### src/rtl/instr_word_arbiter.sv
// Round-robin arbiter with bounded bursts feeding one registered instruction-word slot.
// Requesters and downstream both use valid/ready; one word per clock when not stalled.
package instr_word_arbiter_pkg;
    localparam int unsigned WORD_W = 72;
    localparam int unsigned CNT_W  = 4;

    typedef struct packed {
        logic [31:0] address;
        logic [31:0] data;
        logic [7:0]  opcode;
    } instruction_word_t;
endpackage

module instr_word_arbiter
    import instr_word_arbiter_pkg::*;
#(
    parameter int unsigned NUM_REQ   = 4,
    parameter int unsigned MAX_BURST = 1,
    parameter int unsigned SRC_W     = $clog2(NUM_REQ)
) (
    input  logic                        clock,
    input  logic                        resetN,
    input  logic [NUM_REQ-1:0]          req_valid,
    input  logic [NUM_REQ*WORD_W-1:0]   req_word,
    output logic [NUM_REQ-1:0]          req_ready,
    output logic                        out_valid,
    output logic [WORD_W-1:0]           out_word,
    output logic [SRC_W-1:0]            out_src,
    input  logic                        out_ready
);

    typedef enum logic {
        ST_EMPTY = 1'b0,
        ST_FULL  = 1'b1
    } state_e;

    state_e            state_q, state_d;
    instruction_word_t word_q, word_d;
    logic [SRC_W-1:0]  src_q, src_d;
    logic [SRC_W-1:0]  owner_q, owner_d;
    logic [CNT_W-1:0]  burst_cnt_q, burst_cnt_d;

    logic              load_en;
    logic              burst_go;
    logic              grant_vld;
    logic [SRC_W-1:0]  grant_idx;
    logic [WORD_W-1:0] sel_word;
    logic              xfer;

    // Grant: continue the owner's burst, else rotate starting just after the owner.
    always_comb begin
        load_en   = (state_q == ST_EMPTY) || out_ready;
        // burst_cnt of zero means no owner yet, so requester 0 wins first after reset
        burst_go  = (burst_cnt_q != '0) && req_valid[owner_q]
                    && (burst_cnt_q < CNT_W'(MAX_BURST));
        grant_vld = 1'b0;
        grant_idx = '0;
        if (burst_go) begin
            grant_vld = 1'b1;
            grant_idx = owner_q;
        end else begin
            // Scan from farthest to nearest so the nearest valid candidate wins.
            for (int k = int'(NUM_REQ); k >= 1; k--) begin
                if (req_valid[SRC_W'((int'(owner_q) + k) % int'(NUM_REQ))]) begin
                    grant_vld = 1'b1;
                    grant_idx = SRC_W'((int'(owner_q) + k) % int'(NUM_REQ));
                end
            end
        end
    end

    always_comb begin
        req_ready = '0;
        sel_word  = '0;
        for (int i = 0; i < int'(NUM_REQ); i++) begin
            req_ready[i] = resetN && load_en && grant_vld && (grant_idx == SRC_W'(i));
            if (grant_idx == SRC_W'(i)) begin
                sel_word = req_word[i*WORD_W +: WORD_W];
            end
        end
        xfer = |(req_valid & req_ready);
    end

    // Next-state for the output slot and burst tracking.
    always_comb begin
        state_d     = state_q;
        word_d      = word_q;
        src_d       = src_q;
        owner_d     = owner_q;
        burst_cnt_d = burst_cnt_q;

        case (state_q)
            ST_EMPTY: begin
                if (xfer) begin
                    state_d = ST_FULL;
                end
            end
            ST_FULL: begin
                if (out_ready && !xfer) begin
                    state_d = ST_EMPTY;
                end
            end
            default: state_d = ST_EMPTY;
        endcase

        if (xfer) begin
            word_d  = sel_word;
            src_d   = grant_idx;
            owner_d = grant_idx;
            // A lone owner re-granted at its limit starts a fresh burst.
            if ((grant_idx == owner_q) && (burst_cnt_q < CNT_W'(MAX_BURST))) begin
                burst_cnt_d = burst_cnt_q + CNT_W'(1);
            end else begin
                burst_cnt_d = CNT_W'(1);
            end
        end
    end

    always_ff @(posedge clock or negedge resetN) begin
        if (!resetN) begin
            state_q     <= ST_EMPTY;
            word_q      <= '0;
            src_q       <= '0;
            owner_q     <= SRC_W'(NUM_REQ - 1);
            burst_cnt_q <= '0;
        end else begin
            state_q     <= state_d;
            word_q      <= word_d;
            src_q       <= src_d;
            owner_q     <= owner_d;
            burst_cnt_q <= burst_cnt_d;
        end
    end

    assign out_valid = (state_q == ST_FULL);
    assign out_word  = word_q;
    assign out_src   = src_q;

endmodule

### config.mk
export PLATFORM = sky130hd
export DESIGN_NAME = instr_word_arbiter
export DESIGN_NICKNAME = d
export VERILOG_FILES = /design/src/rtl/instr_word_arbiter.sv
export SDC_FILE = /design/constraint.sdc
export NUM_CORES = 1
export LEC_CHECK = 0
export CAP_MARGIN = 20
export CORE_AREA = 10 10 136 138
export CTS_BUF_LIST = sky130_fd_sc_hd__clkbuf_8 sky130_fd_sc_hd__clkbuf_16
export DETAILED_ROUTE_END_ITERATION = 8
export DIE_AREA = 0 0 146 148
export GPL_ROUTABILITY_DRIVEN = 0
export GPL_TIMING_DRIVEN = 0
export PLACE_DENSITY_LB_ADDON = 0.08
export SYNTH_ARGS = -nofsm -noshare
export SYNTH_HDL_FRONTEND = slang
export SYNTH_SLANG_ARGS = --single-unit
### constraint.sdc
create_clock -name clock -period 3.6 [get_ports clock]
set_input_delay 0.54 -clock clock [delete_from_list [all_inputs] [get_ports clock]]
set_output_delay 0.54 -clock clock [all_outputs]
set_load 0.01 [all_outputs]
# Yosys cells after proc, flatten, opt, wreduce, memory -nomap -nowiden
# Cells that the tools add are included.
# W data, S select, Z words.
# word_totals
ff_bits,81
in_bits,295
out_inout_bits,79
wordCells,71
# op_classes
n_addsub,5
order_cmp,6
eq_ne,4
muxes,32
bitwise_logic,2
n_reduce_logical,15
# op_table
cell,count
$mux W72,4
$lt A2 B4 Y1 const B,4
$mux W1,16
$bmux W1 S2,5
$logic_and A1 B1 Y1,10
$mux W2,5
$add A2 B1 Y2 const B,2
$add A2 B2 Y2 const B,2
$add A4 B1 Y4 const B,1
$and A4 B4 Y4,1
$eq A2 B2 Y1 const B,2
$lt A4 B1 Y1 const B,1
$mux W4,1
$reduce_bool A4 Y1,1
$reduce_or A4 Y1,1
$lt A2 B3 Y1 const B,1
$eq A2 B1 Y1 const B,1
$eq A2 B2 Y1,1
$logic_not A2 Y1,1
$pmux W1 S2,1
$logic_not A1 Y1,1
$logic_or A1 B1 Y1,1
$not A1 Y1,1

# Logic depth before layout (Yosys ltp)
# Gate-level depths: netlist of run 1.
# logic_depth
ltp_word,17
ltp_mapped,10
depth_no_buf,8

# Worst setup path before layout of run 1
# Ideal clock, no wire load.
# synth_timing
path_kind,reg-to-output
start,reg owner_q[0]
end,out req_ready[2]
t_arrival_ns,2.238
required_ns,3.060
slack_ns,0.822
stages_incl_launch_ff,9
n_path_buf,3
path_cell_list,dfstp_2 -> buf_6 -> mux4_2 -> and2_4 -> o31ai_4 -> nand2_2 -> buf_6 -> buf_2 -> nor2_1
# synth_between
elab_chain_cells,11
# synth_rtl
element,line,source
from (decl),40,"logic [SRC_W-1:0] owner_q, owner_d;"
from (signal assigned),124,owner_q <= SRC_W'(NUM_REQ - 1);
from (signal assigned),130,owner_q <= owner_d;
$add A2 B1 Y2,"64, 66",
$bmux W1 S2,64,if (req_valid[SRC_W'((int'(owner_q) + k) % int'(NUM_REQ))]) begin
$mux W1 (implied by the code) (2 in a row),64,
$mux W2 / $mux W1 (equally long branches) (4 in a row),64,
$mux W2 / $mux W1 (equally long branches),58,if (burst_go) begin
$eq A2 B2 Y1 / $logic_and A1 B1 Y1 (equally long branches),76,req_ready[i] = resetN && load_en && grant_vld && (grant_idx == SRC_W'(i));
$logic_and A1 B1 Y1 *,76,
to (decl),25,"output logic [NUM_REQ-1:0] req_ready,"
# Mark *: on every way between the ends. The rest lies on a longest branch, timed or not. The select of a mux whose other input is x is not followed.

# Worst setup path after layout of run 1
# Same ends and word-level chain as after synthesis.

==> results.tsv, run 1 <==
metric	value	unit
clock sink count	81	
share of Yosys cell area claimed by the top area cell type	0.386	
drt total wl	25900	µm
H-tree levels	3	
share of layout cells above drive strength 1	0.0894	
Wirelength per Cell	23.8	µm
diode insertion count for antenna repair	0	
biggest fanout along the worst timing path	19	
Clock power frac	0.194	
Synth Warn #	0	
kind of end point of the critical path	output pin	
Post-synth EDFFs	0	
time the worst path needs with I/O delays and setup	3.47	ns
I/O Pins	374	
Setup WS pre-CTS	-0.494	ns
post-route setup slack	0.135	ns
sequential-to-total area share from yosys stat	0.396	
cell taking the most area after synthesis	sky130_fd_sc_hd__dfrtp_1	
standard-cell rows	46	
Hold Path Class	in2async	
Worst-path clk slew	0.06	ns
TritonCTS clock tree	done	
Max Clock Skew	0.00464	ns
net count of the mapped netlist	780	
total via count after detailed routing	5644	
syn_area_per_cell	10.6	µm²
vias in the first global route	6451	
Yosys reg bits	81	
cell internal power dissipation	3.28	mW
proportion of power drawn by flip-flops and latches	0.280	
endpoints failing setup	0	
antenna violation net count after detailed routing	0	
power density over cell area	537	mW/mm²
proportion of total power due to net switching	0.358	
Iteration-0 DRC Markers	353	
instance count of the mapped netlist	482	
Avg Vias per Cell	5.19	
library cell contributing the largest single delay on the critical path	sky130_fd_sc_hd__clkdlybuf4s50_1	
die extent in y	148	µm
first-pass GRT wire length	39000	µm
most frequently used flop master after synthesis	sky130_fd_sc_hd__dfrtp_1	
most numerous cell on the critical path	sky130_fd_sc_hd__buf_6	
Distinct cells, synth	42	
count of hold buffers inserted by post-cts repair	0	
initial antenna violation count	0	
Worst VDD drop	0.000267	V
Async SR Flop Fraction	1.00	
DP Area	0.00915	mm²
cell-by-cell trace of the critical path	buf_6 -> mux4_2 -> and2_4 -> o31ai_4 -> nand2_2 -> buf_6 -> nor2_1 -> clkdlybuf4s50_1	
main area contributors after synthesis	sky130_fd_sc_hd__dfrtp_1 (39%), sky130_fd_sc_hd__mux2i_1 (22%), sky130_fd_sc_hd__o221ai_1 (9.9%), sky130_fd_sc_hd__nand2_1 (4.7%), sky130_fd_sc_hd__o32ai_2 (3.2%)	
critical path launch point type	flop	
# fillers	1367	
Psw	1.83	mW
Die W	146	µm
All-Layer GR Usage	0.232	
Required @ worst endpoint	3.06	ns
transition time of the tightest slew-check pin	0.706	ns
post-synthesis instance area	0.00512	mm²
number of cells after detailed placement	1072	
Port Buf Inserts	373	
detailed-router iteration count before antenna repair	4	
worst slew slack as a fraction of its limit	0.529	
clk_lat worst skew	0.35	ns
Worst Setup SP	owner_q[0]	
period utilization	0.963	
part of the total power dissipated in combinational logic	0.526	
LEAKAGE	3.91	nW
utilization of the core after routing	0.605	
clock tree root buffer cell	sky130_fd_sc_hd__clkbuf_16	
overall overflow remaining after global route	0	
Critical Setup Path Class	reg2out	
Max-Cap Viols	0	
worst endpoint data arrival time	2.93	ns
full die area	0.0216	mm²
slowest stage delay, CP	0.55	ns
layout-stage area growth over the synthesis result	85.5	%
FF-to-FF Start	owner_q[1]	
pin count of the biggest net entering global routing	52	
RSZ-0062 raised after global routing	false	
Post-layout nets	1165	
final-report hold violation count	0	
sum of net half-perimeters after detailed placement	21400	µm
core footprint	0.0157	mm²
final instance area	0.00950	mm²
total clock buffers created by CTS	9	
Remaining DRCs	0	
Non-Filler Instances	1088	
Slew Viols, Final	0	
result of the run	finished clean	
deepest clock path buffer count	2	
fmax	289	MHz
effective utilization at floorplan	0.326	
## cell families after synthesis
group	after synthesis	share of synthesized area
adder cells (fa/ha/maj)	3	0.00733
buffers and inverters	51	0.0518
AND/OR/NAND/NOR	90	0.0755
flip-flops	81	0.396
multiplexers	132	0.264
AO/OA/AOI/OAI	125	0.205
## final timing paths
kind,endpoint,slack [ns],depth (start not counted)
worst max-delay path,req_ready[2],0.13,8
worst min register to register,out_word[36],0.48,2
worst min-delay path,out_word[19],0.14,1
max in group asynchronous,owner_q[0],2.77,2
worst max register to register,out_word[33],0.73,9
min in group clock,out_word[36],0.48,2
## state kept, by name, indices dropped and copies added, names as in the netlist
name         count
out_word        72
burst_cnt_q      4
out_src          2
owner_q          2
out_valid        1
## Yosys cell counts, types with 7 or more instances
| cell | instances |
|---|---|
| sky130_fd_sc_hd__mux2i_1 | 115 |
| sky130_fd_sc_hd__o32ai_2 | 10 |
| sky130_fd_sc_hd__mux2_1 | 7 |
| sky130_fd_sc_hd__nor2_1 | 9 |
| sky130_fd_sc_hd__clkbuf_1 | 17 |
| sky130_fd_sc_hd__buf_2 | 20 |
| sky130_fd_sc_hd__o221ai_1 | 58 |
| sky130_fd_sc_hd__o22ai_1 | 16 |
| sky130_fd_sc_hd__mux2_2 | 9 |
| sky130_fd_sc_hd__a21oi_1 | 22 |
| sky130_fd_sc_hd__nand2_1 | 64 |
| sky130_fd_sc_hd__dfrtp_1 | 79 |
## layout make-up
type,instances,area (µm²),area share
multi-input combinational,350,2850,0.300
inverter,5,18.8,0.00198
sequential,81,2030,0.214
buffer,44,251,0.0265
tap,216,270,0.0285
clock inverter,7,85.1,0.00896
timing repair buffer,376,3760,0.396
clock buffer,9,225,0.0237
## metrics by stage
stage	hold WS, ns	setup TNS [ns]	total power [mW]
2_1_floorplan	0.244	0	2.68
3_3_place_gp	0.467	-333.75	4.10
3_5_place_dp	0.472	-1.86	4.14
4_1_cts	0.157	0	5.16
5_1_grt	0.174	0	5.40
6_report	0.144	0	5.10
## power groups by stage
stage / clock network, mW / logic [mW] / registers, mW
2_1_floorplan: 0 / 1.11 / 1.57
3_3_place_gp: 0 / 2.68 / 1.42
3_5_place_dp: 0 / 2.71 / 1.44
4_1_cts: 1.01 / 2.73 / 1.43
5_1_grt: 1.05 / 2.88 / 1.47
6_report: 0.990 / 2.68 / 1.43
## per-layer routing
| metal | part of all wire | global-route usage |
|---|---|---|
| met4 | 0.012 | 0.0576 |
| met5 | 0 | 0 |
| met1 | 0.36 | 0.241 |
| met2 | 0.55 | 0.436 |
| met3 | 0.075 | 0.0809 |
## worst max-delay path, delay by kind of cell (launching register included)
family                 cells  cell delay, ns
AOI/OAI and AO/OA          1            0.27
buffers and inverters      3            0.86
DFF                        1            0.53
muxes                      1            0.52
and+or+nand+nor            3            0.39
## cell usage in the layout, fill, tap and decap left out, types with 10 or more instances in the layout
cell type	netlist	routed
sky130_fd_sc_hd__nand2_1	64	63
sky130_fd_sc_hd__o22ai_1	16	16
sky130_fd_sc_hd__buf_2	20	17
sky130_fd_sc_hd__mux2i_1	115	115
sky130_fd_sc_hd__clkdlybuf4s50_1	0	365
sky130_fd_sc_hd__clkbuf_1	17	16
sky130_fd_sc_hd__dfrtp_1	79	79
sky130_fd_sc_hd__o32ai_2	10	10
sky130_fd_sc_hd__o221ai_1	58	58
sky130_fd_sc_hd__a21oi_1	22	22
## timing repair
item,CTS,global route
pin swaps,1,1
setup endpoints to repair,4,1
gates resized for setup,17,1
setup buffers,2,0
endpoints found under the hold margin,0,0
gates cloned,0,0
No activity file was read; power rests on OpenSTA's default activity.
==> inputs of run 2 (changes only) <==
==> constraint.sdc (replaced) <==
create_clock -name clock -period 3.6 [get_ports clock]
set_input_delay 0.54 -clock clock [delete_from_list [all_inputs] [get_ports clock]]
set_output_delay 0.54 -clock clock [all_outputs]
set_load 0.005 [all_outputs]
==> results.tsv, run 2 (same netlist as run 1, synthesis figures left out) <==
metric	value	unit	change
All-Layer GR Usage	0.232		about the same
leading cell types in the layout, fill and taps excluded	sky130_fd_sc_hd__clkdlybuf4s50_1 (365), sky130_fd_sc_hd__mux2i_1 (115), sky130_fd_sc_hd__dfrtp_1 (79)		unchanged
vias in the first global route	6456		was 6451
Critical Setup Path Class	reg2out		unchanged
slowest stage delay, CP	0.53	ns	was 0.55 ns
total clock buffers created by CTS	9		unchanged
full die area	0.0216	mm²	unchanged
die extent in y	148	µm	unchanged
TNS Setup	0	ns	unchanged
Worst-path clk slew	0.06	ns	about the same
Iteration-0 DRC Markers	330		was 353
diode insertion count for antenna repair	0		unchanged
TritonCTS clock tree	done		unchanged
LEAKAGE	3.98	nW	was 3.91 nW
clk_lat worst skew	0.35	ns	about the same
kind of cell adding the most delay to the critical path	buffers and inverters		unchanged
post-route setup slack	0.0965	ns	was 0.135 ns
Worst VDD drop	0.000265	V	was 0.000267 V
worst endpoint data arrival time	2.96	ns	was 2.93 ns
period utilization	0.973		was 0.963
M1 wire length	9510	µm	was 9430 µm
Slew Viols, Final	0		unchanged
time the worst path needs with I/O delays and setup	3.50	ns	was 3.47 ns
Max Clock Skew	0.00478	ns	was 0.00464 ns
count of hold buffers inserted by post-cts repair	0		unchanged
first-pass GRT wire length	39000	µm	about the same
drt total wl	26000	µm	was 25900 µm
H-tree levels	3		unchanged
core footprint	0.0157	mm²	unchanged
transition time of the tightest slew-check pin	0.710	ns	was 0.706 ns
library cell contributing the largest single delay on the critical path	sky130_fd_sc_hd__dfstp_2		was sky130_fd_sc_hd__clkdlybuf4s50_1
I/O Pins	374		unchanged
Die W	146	µm	unchanged
worst hold margin	0.144	ns	about the same
Setup WS pre-CTS	-0.464	ns	was -0.494 ns
antenna violation net count after detailed routing	0		unchanged
most frequent standard cell in the layout excluding fill and tap cells	sky130_fd_sc_hd__clkdlybuf4s50_1		unchanged
power density over cell area	522	mW/mm²	was 537 mW/mm²
endpoints failing setup	0		unchanged
biggest fanout along the worst timing path	10		was 19
utilization of the core after routing	0.608		was 0.605
deepest clock path buffer count	2		unchanged
fmax	285	MHz	was 289 MHz
worst slew slack as a fraction of its limit	0.527		was 0.529
met2 WL post-DR	14300	µm	about the same
pin count of the biggest net entering global routing	52		unchanged
sum of net half-perimeters after detailed placement	21400	µm	unchanged
sum of met3 wire segment lengths after detailed routing	1920	µm	was 1940 µm
critical path launch point type	flop		unchanged
result of the run	finished clean		unchanged
flip-flop count of the largest register after layout	72		unchanged
overall overflow remaining after global route	0		unchanged
Max-Cap Viols	0		unchanged
Wirelength per Cell	23.8	µm	about the same
standard-cell rows	46		unchanged
detailed-router iteration count before antenna repair	4		unchanged
effective utilization at floorplan	0.326		unchanged
total via count after detailed routing	5650		was 5644
Buffers & Inverters on Critical Path	4		was 3
share of layout cells above drive strength 1	0.0958		was 0.0894
Required @ worst endpoint	3.06	ns	about the same
most numerous cell on the critical path	sky130_fd_sc_hd__buf_6		unchanged
Avg Vias per Cell	5.17		was 5.19
initial antenna violation count	0		unchanged
clock tree root buffer cell	sky130_fd_sc_hd__clkbuf_16		unchanged
total power draw	4.98	mW	was 5.10 mW
layout-stage area growth over the synthesis result	86.6	%	was 85.5%
Remaining DRCs	0		unchanged
Hold Path Class	in2async		unchanged
Highest Signal Layer	met4		unchanged
clock sink count	81		unchanged
Post-layout nets	1170		was 1165
cell-by-cell trace of the critical path	buf_6 -> mux4_2 -> and2_4 -> o31ai_4 -> or2_1 -> buf_4 -> buf_6 -> nor2_1 -> clkdlybuf4s50_1		was buf_6 -> mux4_2 -> and2_4 -> o31ai_4 -> nand2_2 -> buf_6 -> nor2_1 -> clkdlybuf4s50_1
kind of end point of the critical path	output pin		unchanged
final-report hold violation count	0		unchanged
Port Buf Inserts	373		unchanged
==> run 2: power by group <==
| part | switching (mW) | total [mW] | internal, mW |
|---|---|---|---|
| Combinational | 1.12 | 2.56 | 1.44 |
| Sequential | 0.193 | 1.43 | 1.24 |
| Clock | 0.389 | 0.990 | 0.601 |
==> run 2: path summary, 6_finish.rpt <==
check | slack (ns) | end | cells after the start | start
setup / recovery | 0.1 | req_ready[0] | 9 | owner_q[0]
max in group asynchronous | 2.76 | owner_q[0] | 2 | resetN
hold / removal | 0.14 | out_word[19] | 1 | resetN
setup reg to reg | 0.57 | out_word[30] | 11 | burst_cnt_q[0]
hold reg to reg | 0.48 | out_word[69] | 2 | out_word[69]
min in group clock | 0.48 | out_word[69] | 2 | out_word[69]
==> run 2: repair_timing <==
item / CTS / global route
buffers inserted: 3 / 4
gates resized for setup: 12 / 8
pin swaps: 1 / 1
setup endpoints to repair: 4 / 4
==> run 2: layer usage <==
layer  global-route usage  vias to the layer above
li1                     -                     2638
met1                0.241                     2767
met2                0.436                      223
met3               0.0809                       22
met4               0.0576                        0
met5                    0                        -
==> run 2: cell type report <==
type | count | area [µm²]
clock buffer | 9 | 225
timing repair buffer | 381 | 3820
sequential | 81 | 2030
buffer | 44 | 250
fill | 1354 | 6160
tap | 216 | 270
clock inverter | 7 | 85.1
multi-input combinational | 350 | 2860
inverter | 5 | 18.8
==> run 2: per-stage QoR <==
stage / cell area [µm²] / instances
after floorplan: 5120 / 482
after CTS: 9500 / 1089
final: 9550 / 1093
after global routing: 9550 / 1093
after global placement: 9130 / 1071
after detailed placement: 9150 / 1072
==> inputs of run 3 (changes only) <==
Settings changed: HOLD_SLACK_MARGIN set to 0.06.
==> results of run 3 <==
Same layout as run 2: the final DEF is identical, and so are final timing and power.
